File: config.mk
export PLATFORM = sky130hd
export DESIGN_NAME = uart_rx_deserializer
export DESIGN_NICKNAME = d
export VERILOG_FILES = /design/src/rtl/uart_rx_deserializer.sv
export SDC_FILE = /design/constraint.sdc
export NUM_CORES = 1
export LEC_CHECK = 0
export ABC_AREA = 1
export BUFFER_PORTS_ARGS = -buffer_cell sky130_fd_sc_hd__buf_2
export CAP_MARGIN = 20
export CORE_UTILIZATION = 35
export CTS_CLUSTER_DIAMETER = 60
export DETAILED_ROUTE_END_ITERATION = 8
export PLACE_DENSITY = 0.62
export SLEW_MARGIN = 20
export SYNTH_ARGS = -nofsm -noshare
export SYNTH_HDL_FRONTEND = slang
export SYNTH_SLANG_ARGS = --single-unit
File: constraint.sdc
create_clock -name clk -period 1.52 [get_ports clk]
set_input_delay 0.304 -clock clk [delete_from_list [all_inputs] [get_ports clk]]
set_output_delay 0.304 -clock clk [all_outputs]
set_load 0.005 [all_outputs]
File: src/rtl/uart_rx_deserializer.sv
// Purpose : 8N1 UART receiver, oversampled with a 2-of-3 majority vote per bit.
// Latency : data_ready about 9.5 bit periods + 1 tick + 3 clk after the rxd falling edge.
// Backpr. : none; the serial line cannot be stalled, so each byte is a one-clk pulse.
//
// Ports:
//   clk           - system clock, all logic on the rising edge
//   rst           - synchronous active-high reset
//   rxd           - asynchronous serial input, idle high
//   data_out      - last byte received with a valid stop bit
//   data_ready    - one-clk pulse when data_out is updated
//   framing_error - one-clk pulse when the stop bit is decided low
//   busy          - high from start-edge detect until the receiver is idle again
module uart_rx_deserializer #(
  parameter int CLK_FREQ   = 50000000,
  parameter int BAUD       = 115200,
  parameter int OVERSAMPLE = 16
) (
  input  logic       clk,
  input  logic       rst,
  input  logic       rxd,
  output logic [7:0] data_out,
  output logic       data_ready,
  output logic       framing_error,
  output logic       busy
);

  localparam int TICK_DIV = CLK_FREQ / (BAUD * OVERSAMPLE);
  localparam int DIV_W    = (TICK_DIV > 1) ? $clog2(TICK_DIV) : 1;
  localparam int SMP_W    = $clog2(OVERSAMPLE);

  localparam logic [DIV_W-1:0] DIV_LAST = DIV_W'(TICK_DIV - 1);
  localparam logic [SMP_W-1:0] SMP_LAST = SMP_W'(OVERSAMPLE - 1);
  // samp_cnt_q holds the number of ticks already seen in the current bit
  // window, so a tick arriving with samp_cnt_q == N is tick N+1 of the window.
  // Votes are taken on ticks MID-1 and MID, and the decision on tick MID+1.
  localparam logic [SMP_W-1:0] SMP_V0  = SMP_W'(OVERSAMPLE / 2 - 2);
  localparam logic [SMP_W-1:0] SMP_V1  = SMP_W'(OVERSAMPLE / 2 - 1);
  localparam logic [SMP_W-1:0] SMP_DEC = SMP_W'(OVERSAMPLE / 2);

  typedef enum logic [2:0] {
    IDLE,
    START,
    DATA,
    STOP,
    WAIT_HIGH
  } state_t;

  state_t           state_q, state_d;
  logic             rxd_meta_q, rxd_meta_d;
  logic             rxs_q, rxs_d;
  logic             rxs_prev_q, rxs_prev_d;
  logic [DIV_W-1:0] div_cnt_q, div_cnt_d;
  logic [SMP_W-1:0] samp_cnt_q, samp_cnt_d;
  logic [2:0]       bit_idx_q, bit_idx_d;
  logic [1:0]       votes_q, votes_d;
  logic [7:0]       shift_q, shift_d;
  logic [7:0]       data_out_q, data_out_d;
  logic             data_ready_q, data_ready_d;
  logic             framing_error_q, framing_error_d;
  logic             busy_q, busy_d;

  logic             tick;
  logic [SMP_W-1:0] samp_next;
  logic [1:0]       vote_sum;
  logic             maj;
  logic             fall;

  assign tick      = (div_cnt_q == DIV_LAST);
  assign samp_next = (samp_cnt_q == SMP_LAST) ? '0 : samp_cnt_q + SMP_W'(1);
  // Two earlier votes plus the current sample; 2 or 3 ones sets bit 1.
  assign vote_sum  = votes_q + {1'b0, rxs_q};
  assign maj       = vote_sum[1];
  assign fall      = rxs_prev_q & ~rxs_q;

  always_comb begin
    rxd_meta_d      = rxd;
    rxs_d           = rxd_meta_q;
    rxs_prev_d      = rxs_q;
    state_d         = state_q;
    div_cnt_d       = tick ? '0 : div_cnt_q + DIV_W'(1);
    samp_cnt_d      = samp_cnt_q;
    bit_idx_d       = bit_idx_q;
    votes_d         = votes_q;
    shift_d         = shift_q;
    data_out_d      = data_out_q;
    data_ready_d    = 1'b0;
    framing_error_d = 1'b0;
    busy_d          = busy_q;

    case (state_q)
      IDLE: begin
        busy_d = 1'b0;
        if (fall) begin
          // Restart the divider so the tick phase is locked to the edge.
          state_d    = START;
          div_cnt_d  = '0;
          samp_cnt_d = '0;
          votes_d    = '0;
          busy_d     = 1'b1;
        end
      end

      START: begin
        if (tick) begin
          samp_cnt_d = samp_next;
          if (samp_cnt_q == SMP_V1 && rxs_q) begin
            // Line is high again mid start bit: treat as a glitch.
            state_d = IDLE;
            busy_d  = 1'b0;
          end else if (samp_cnt_q == SMP_LAST) begin
            // Start bit confirmed; bit 0 window begins on this boundary so
            // every data window is a full OVERSAMPLE ticks.
            state_d   = DATA;
            bit_idx_d = '0;
            votes_d   = '0;
          end
        end
      end

      DATA: begin
        if (tick) begin
          samp_cnt_d = samp_next;
          if (samp_cnt_q == SMP_V0 || samp_cnt_q == SMP_V1) begin
            votes_d = vote_sum;
          end else if (samp_cnt_q == SMP_DEC) begin
            votes_d = '0;
            shift_d = {maj, shift_q[7:1]};
            if (bit_idx_q == 3'd7) begin
              state_d = STOP;
            end else begin
              bit_idx_d = bit_idx_q + 3'd1;
            end
          end
        end
      end

      STOP: begin
        if (tick) begin
          samp_cnt_d = samp_next;
          if (samp_cnt_q == SMP_V0 || samp_cnt_q == SMP_V1) begin
            votes_d = vote_sum;
          end else if (samp_cnt_q == SMP_DEC) begin
            votes_d = '0;
            if (maj) begin
              // Leave mid stop bit so a back-to-back start edge is caught.
              data_out_d   = shift_q;
              data_ready_d = 1'b1;
              state_d      = IDLE;
              busy_d       = 1'b0;
            end else begin
              framing_error_d = 1'b1;
              state_d         = WAIT_HIGH;
            end
          end
        end
      end

      WAIT_HIGH: begin
        // A held-low (break) line must not be taken as a new start bit.
        if (rxs_q) begin
          state_d = IDLE;
          busy_d  = 1'b0;
        end
      end

      default: begin
        state_d = IDLE;
        busy_d  = 1'b0;
      end
    endcase
  end

  always_ff @(posedge clk) begin
    if (rst) begin
      state_q         <= IDLE;
      rxd_meta_q      <= 1'b1;
      rxs_q           <= 1'b1;
      rxs_prev_q      <= 1'b1;
      div_cnt_q       <= '0;
      samp_cnt_q      <= '0;
      bit_idx_q       <= '0;
      votes_q         <= '0;
      shift_q         <= '0;
      data_out_q      <= '0;
      data_ready_q    <= 1'b0;
      framing_error_q <= 1'b0;
      busy_q          <= 1'b0;
    end else begin
      state_q         <= state_d;
      rxd_meta_q      <= rxd_meta_d;
      rxs_q           <= rxs_d;
      rxs_prev_q      <= rxs_prev_d;
      div_cnt_q       <= div_cnt_d;
      samp_cnt_q      <= samp_cnt_d;
      bit_idx_q       <= bit_idx_d;
      votes_q         <= votes_d;
      shift_q         <= shift_d;
      data_out_q      <= data_out_d;
      data_ready_q    <= data_ready_d;
      framing_error_q <= framing_error_d;
      busy_q          <= busy_d;
    end
  end

  assign data_out      = data_out_q;
  assign data_ready    = data_ready_q;
  assign framing_error = framing_error_q;
  assign busy          = busy_q;

endmodule
### Word-level counts from Yosys, hierarchy flattened

Cells that the tools add are included.

| word-level totals | value |
|---|---|
| flip-flop bits (word level) | 39 |
| input port bits | 3 |
| output and inout port bits | 11 |
| logic and storage cells | 117 |

| operators by class | value |
|---|---|
| add/subtract/negate cells | 4 |
| equal/unequal tests | 29 |
| multiplexer cells | 48 |
| bitwise logic cells | 7 |
| reduce and logical (&&, ||, !) cells | 16 |

Operators with widths:

| operator | count |
|---|---|
| $mux 3 | 20 |
| $ne 2x2->1 const B | 15 |
| $reduce_and 8->1 | 2 |
| $mux 5 | 3 |
| $pmux 3 s5 | 1 |
| $mux 2 | 7 |
| $mux 4 | 3 |
| $reduce_and 11->1 | 1 |
| $mux 1 | 10 |
| $eq 4x3->1 const B | 2 |
| $eq 4x4->1 const B | 2 |
| $pmux 4 s2 | 1 |
| $reduce_and 7->1 | 1 |
| $eq 3x2->1 const B | 2 |
| $eq 3x3->1 const B | 2 |
| $not 1->1 | 6 |
| $pmux 2 s3 | 1 |
| $pmux 3 s2 | 1 |
| $add 5x1->5 const B | 1 |
| $eq 5x5->1 const B | 1 |
| $pmux 1 s5 | 1 |
| $reduce_and 5->1 | 1 |
| $reduce_or 5->1 | 1 |
| $add 4x1->4 const B | 1 |
| other kinds (16) | 18 |

### Logic depth before layout (Yosys ltp)

Gate-level depths: netlist of run 1.

| logic depth | value |
|---|---|
| depth after elaboration | 6 |
| depth in mapped cells | 12 |
| depth with buffers taken out | 12 |

### Worst setup path after synthesis of run 1

OpenSTA, ideal clock, no wires.

| path | value |
|---|---|
| path type | flip-flop to flip-flop |
| start | reg div_cnt_q[0] |
| end | reg shift_q[0] |
| setup time | 132 ps |
| arrival | 1299 ps |
| required time | 1388 ps |
| slack | 89 ps |
| stages on the path, launching flop included | 11 |
| path buffers | 1 |
| period minus slack after synthesis | 1431 ps |
| cell sequence | dfxtp_1 inv_1 ha_1 inv_1 nor2_1 nand2_1 nor2_1 buf_2 nand2_2 nand2_1 a21oi_1 |

| between the ends | value |
|---|---|
| cells in the longest elaborated chain, start to end | 2 |

RTL lines:

| item | line | source |
|---|---|---|
| start, declared | 52 | `logic [DIV_W-1:0] div_cnt_q, div_cnt_d;` |
| start signal, assigned | 193 | `div_cnt_q <= div_cnt_d;` |
| $eq 5x5->1 | 68 | `assign tick = (div_cnt_q == DIV_LAST);` |
| $reduce_and 4->1 (no source line) | - |  |
| end signal, assigned | 197 | `shift_q <= shift_d;` |
| end, declared | 56 | `logic [7:0] shift_q, shift_d;` |

Every way passes these cells.
A chain may end at the register's enable or synchronous reset.

### Worst setup path after layout of run 1

| path | value |
|---|---|
| start | reg div_cnt_q[0] |
| end | reg samp_cnt_q[3] |

| between the ends | value |
|---|---|
| cells in the longest elaborated chain, start to end | 3 |

RTL lines:

| item | line | source |
|---|---|---|
| $eq 5x5->1 | 68 |  |
| $ne 2x1->1 (no source line) | - |  |
| $reduce_and 3->1 (no source line) | - |  |
| end signal, assigned | 194 | `samp_cnt_q <= samp_cnt_d;` |
| end, declared | 53 | `logic [SMP_W-1:0] samp_cnt_q, samp_cnt_d;` |

Every way passes these cells.

==> flow_summary.toml, run 1 <==
[status]
status = "finished clean"

[finish]
drive_above_1_share_pct = 31.1
num-fill-cells = 540
areaGrowthSynthToFinish_pct = 27.3
final_cell_area_mm2 = 0.00240
nets = 309
num_antenna_cells = 0

[logic_synthesis]
avgSynthCellArea_um2 = 7.04
yosysWarnings = 0
synth-seq-cells = 39
syn_nets = 279
synth.area.top_cells = "dfxtp_1 (41%), nor2_1 (11%), nand2_1 (11%)"
synth_top_area_share_pct = 41.4
netlist_area_mm2 = 0.00189
syn_inst = 268
ys_seq_area_share_pct = 41.4
yosys.area.top_type = "dfxtp_1"
yosysUniqueCellTypes = 28

[timing]
final_hold_viol_count = 0
min_period_over_period_pct = 97.2
rsz0062_at_grt = "yes"
fmax_mhz = 677
period_needed_ns = 1.48
tightest_slew_ns = 0.305
clock_skew_ns = 0.00723
slew_violations = 0
tns_ns = 0
holdWs_ns = 0.184
slew_headroom_pct = 79.5
setup-violations-final = 0

[cts]
ctsHoldBuffers = 0
clock_latency_ns = 0.29
cts_max_path_buffers = 2
numClockSinks = 39
cts_tree = "done"
cts_buffers = 5
htree_num_levels = 2
cts_root_buf = "clkbuf_8"
clkTransAtPathRegs_ns = 0.08

[detailed_routing]
drc = 0
post_drt_wl_per_cell_um = 10.7
ant_nets = 0
drtPass1Iterations = 4
via_per_inst = 4.54
vias = 1675
drt-initial-drc-count = 106
wl_um = 3960

[critical_path]
cp-end-kind = "flip-flop"
path_depth = 13
path_delay_family = "simple AND/OR/NAND/NOR gates"
path_class = "flip-flop to flip-flop"
required_ns = 1.72
slowest_stage = "dfxtp_2"
critPathMaxFanout = 6
r2r_cells = 13
critPathLaunchType = "flip-flop"
worstPathArrival_ns = 1.67
path_buf_inv = 4
crit_chain = "inv_2 -> ha_4 -> inv_2 -> nor2_4 -> nand2_2 -> buf_6 -> nor2_4 -> nor2_4 -> inv_4 -> nand2_1 -> nand2_1 -> nand2_1 -> nor2_1"
max_stage_delay_ns = 0.34

[placement]
portBuffers = 13
place_congestion = 0.892
placed_cell_area_mm2 = 0.00213
hpwl_um = 2900

[pwr]
powerDensity_mw_per_mm2 = 1450
ir_drop_v = 0.000729
power_leakage_nw = 1.09

[job]
drv_cap = 0

[die]
dieArea_mm2 = 0.00569
boundaryPins = 14
initial_utilization_pct = 36.7
core.rowCount = 26
die_h_um = 75.4
die_w_um = 75.4
core_area_mm2 = 0.00514

[grt]
grt_pass1_vias = 1495
grt_usage_pct = 15.3
grt_start_max_net_pins = 15
grt_overflow = 0
antenna_found_initial = 0
grt_first_pass_wirelength_um = 6580

[hold_path]
hold_depth = 2
hp-class = "input port to flip-flop"
==> area by class of cell <==
type	instances	area (um^2)	area share, %
flip-flops and latches	39	790	32.9
clock inverters	3	23.8	0.990
inverters	26	103	4.27
multi-input cells	198	1130	47.0
well taps	70	87.6	3.65
repair buffers	28	201	8.39
clock buffers	5	68.8	2.87
==> placed cells by master, fill, tap and decap left out, types with 4 or more instances in the layout <==
cell type and n:
a21oi_1 15, buf_2 13, buf_4 11, clkbuf_8 5, dfxtp_1 32, dfxtp_2 7
ha_1 6, inv_1 15, inv_2 8, nand2_1 48, nand2_2 7, nand3_1 22
nor2_1 46, nor2_2 11, nor2_4 6, o21ai_0 8, o21ai_1 4
==> report_power, final <==
part / leakage (nW) / switching, W / internal, W
Clock: 0.0408 / 0.000391 / 0.000328
Sequential: 0.319 / 0.000131 / 0.00114
Combinational: 0.733 / 0.000916 / 0.000581
==> per-stage QoR <==
step | setup WS, ns | util, % | cells | power (W)
after detailed placement | 0.0120 | 41.5 | 360 | 0.00245
after global routing | -0.0675 | 46.7 | 369 | 0.00377
after CTS | 0.0129 | 43.6 | 369 | 0.00320
final | 0.0427 | 46.7 | 369 | 0.00349
after global placement | 0.0420 | 41.5 | 360 | 0.00245
after floorplan | 0.0891 | - | 268 | 0.00219
==> Yosys cell counts <==
| cell type | instances |
|---|---|
| o21ai_0 | 9 |
| a21oi_1 | 16 |
| xnor2_1 | 2 |
| ha_1 | 8 |
| nand2_1 | 54 |
| nand3_1 | 24 |
| a211oi_1 | 1 |
| inv_1 | 20 |
| a21oi_2 | 1 |
| nand3_2 | 2 |
| xor2_1 | 2 |
| nor3_1 | 4 |
| o21ai_1 | 3 |
| o21a_1 | 2 |
| nor2_2 | 5 |
| clkbuf_1 | 1 |
| buf_4 | 1 |
| or2_2 | 2 |
| inv_2 | 4 |
| nor2_4 | 2 |
| clkinv_1 | 1 |
| nand2_2 | 4 |
| clkbuf_2 | 1 |
| dfxtp_1 | 39 |
| o21ai_2 | 1 |
| buf_2 | 2 |
| nor2_1 | 56 |
| inv_4 | 1 |
==> registers in the layout, indices dropped and copies added, names as in the netlist <==
signal	cells
div_cnt_q	5
votes_q	2
rxs_prev_q	1
framing_error	1
rxs_prev_d	1
state_q	3
shift_q	8
samp_cnt_q	4
bit_idx_q	3
data_ready	1
rxd_meta_q	1
data_out	8
busy	1
==> kinds of logic after synthesis <==
logic type,after synthesis,synth area share (%)
AOI/OAI and AO/OA,33,9.55
xor gates and xnor gates,4,1.86
adders and majority gates,8,5.31
buffers and inverters,31,6.70
DFF,39,41.4
and+or+nand+nor,153,35.2
==> timing repair <==
action	in CTS	in global routing
pin swaps	1	8
setup buffers	1	0
gates cloned	0	0
setup endpoints to repair	1	29
resized for setup	2	50
==> metal layers <==
metal  GRT usage [%]  share of wire [%]  up-vias
met5               0                  0        -
li1                -                  -      910
met1            20.9                 49      720
met4            8.44                2.8        0
met3            3.04                4.3        9
met2            22.7                 44       36
==> final timing paths <==
path / from / endpoint / slack, ns
max: div_cnt_q[0] / samp_cnt_q[3] / 0.04
min: rxd / rxd_meta_q / 0.18
max reg2reg: div_cnt_q[0] / samp_cnt_q[3] / 0.04
min reg2reg: rxd_meta_q / rxs_prev_d / 0.41
(Power assumes the default switching activity.)
==> run 2, diff against run 1 <==
==> constraint.sdc (replaced) <==
create_clock -name clk -period 1.52 [get_ports clk]
set_input_delay 0.076 -clock clk [delete_from_list [all_inputs] [get_ports clk]]
set_output_delay 0.076 -clock clk [all_outputs]
set_load 0.005 [all_outputs]
==> run 2 against run 1 <==
Die area unchanged. Worst setup slack got worse by 0.022 ns. Worst hold slack got worse by 0.029 ns. Non-clock buffer count increased by 1. Sequential share of layout area about the same. Routed wire length increased by 1.7%. Critical path type unchanged.
==> flow_summary.toml, run 2 (same netlist as run 1, synthesis figures left out) <==
[die]
die_w_um = 75.4
core_area_mm2 = 0.00514
initial_utilization_pct = 36.7
die_h_um = 75.4
core.rowCount = 26
dieArea_mm2 = 0.00569
boundaryPins = 14

[timing]
final_hold_viol_count = 0
min_period_over_period_pct = 98.6
slew_violations = 0
tns_ns = 0
slew_headroom_pct = 76.5
worst_slack_ns = 0.0207
clock_skew_ns = 0.00897
holdWs_ns = 0.155
rsz0062_at_grt = "yes"
fmax_mhz = 667
tightest_slew_ns = 0.352
setup-violations-final = 0
period_needed_ns = 1.50

[detailed_routing]
post_drt_wl_per_cell_um = 10.9
vias = 1681
ant_nets = 0
drc = 0
drtPass1Iterations = 4
wl_um = 4030
via_per_inst = 4.54
drt-initial-drc-count = 66

[grt]
grt_overflow = 0
antenna_found_initial = 0
grt_pass1_vias = 1472
grt_first_pass_wirelength_um = 6560
grt_start_max_net_pins = 15
grt_usage_pct = 15.6

[critical_path]
path_class = "flip-flop to flip-flop"
critPathLaunchType = "flip-flop"
critPathMaxFanout = 4
worstPathArrival_ns = 1.69
max_stage_delay_ns = 0.37
cp_common_cell = "nor2_1"
path_delay_family = "simple AND/OR/NAND/NOR gates"
slowest_stage = "dfxtp_4"
required_ns = 1.71
cp-end-kind = "flip-flop"
crit_chain = "inv_2 -> ha_1 -> nand3_1 -> buf_4 -> nand2_2 -> nand2_1 -> nor2_2 -> nand3_2 -> nor2_1 -> nor2_1"
path_buf_inv = 2

[placement]
pre_cts_slack_ns = -0.0102
hpwl_um = 2790
dpl.cell_count = 359
portBuffers = 13
place_congestion = 0.939

[job]
drv_cap = 0

[hold_path]
hp-class = "input port to flip-flop"

[cts]
cts_root_buf = "clkbuf_8"
htree_num_levels = 2
numClockSinks = 39
clkTransAtPathRegs_ns = 0.08
cts_max_path_buffers = 2
clock_latency_ns = 0.30
cts_tree = "done"
cts_buffers = 5

[pwr]
clkPwrFrac_pct = 21.4
power.internal_w = 0.00202
power_leakage_nw = 1.10
power_w = 0.00343
p_comb_share_pct = 41.7
powerDensity_mw_per_mm2 = 1430
switchingPower_w = 0.00142
switching_share_pct = 41.3
pwr-share-seq_pct = 36.9
ir_drop_v = 0.000551

[finish]
drive_above_1_share_pct = 32.0
final_common_cell = "nor2_1"
final_cells = 370
num_antenna_cells = 0
areaGrowthSynthToFinish_pct = 27.6
nets = 310
most-common-layout-cells = "nor2_1 (48), nand2_1 (45), dfxtp_1 (34)"

[status]
status = "finished clean"
-- run 2: what timing repair did --
action	CTS	global route
setup buffers	0	2
hold endpoints to repair	1	0
cloned	0	0
resized for setup	4	47
setup endpoints to repair	3	31
hold buffers	1	0
pin swaps	2	14
-- run 2: metrics by stage --
step	util [%]	cell area, um^2
final	46.8	2410
after global routing	46.8	2410
after CTS	43.4	2230
after detailed placement	41.1	2110
after global placement	41.1	2110
after floorplan	-	1890
-- run 2: layer usage --
metal  GRT usage, %  vias up  wire, um
li1               -      909         -
met2           22.4       19      1740
met5              0        -         0
met3           3.97        8        93
met4           8.02        0       113
met1           21.5      745      2080
-- run 2: final timing paths --
| path | end | depth (start not counted) | slack [ns] | startpoint |
|---|---|---|---|---|
| worst max-delay path | state_q[0] | 10 | 0.02 | samp_cnt_q[1] |
| worst min-delay path | votes_q[1] | 3 | 0.16 | rst |
| worst max register to register | state_q[0] | 10 | 0.02 | samp_cnt_q[1] |
| worst min register to register | rxs_prev_d | 1 | 0.41 | rxd_meta_q |
-- run 2: tightest hold or removal path, cell delays in order --
cell     delay, ns
buf_2         0.09
buf_4         0.20
a21oi_2       0.04
-- run 2: power by group through the flow --
stage | Combinational, W | Sequential, W | Clock [W]
6_report | 0.00143 | 0.00127 | 0.000734
5_1_grt | 0.00161 | 0.00128 | 0.000810
4_1_cts | 0.00115 | 0.00124 | 0.000769
3_5_place_dp | 0.00114 | 0.00126 | 0
3_3_place_gp | 0.00114 | 0.00126 | 0
2_1_floorplan | 0.000961 | 0.00123 | 0
-- run 2: cell type report --
| type | instances | area, um^2 |
|---|---|---|
| Timing Repair Buffer | 29 | 195 |
| Multi-Input combinational cell | 198 | 1140 |
| Inverter | 26 | 100 |
| Sequential cell | 39 | 792 |
| Tap cell | 70 | 87.6 |
| Clock buffer | 5 | 68.8 |
| Fill cell | 532 | 2730 |
| Clock inverter | 3 | 23.8 |
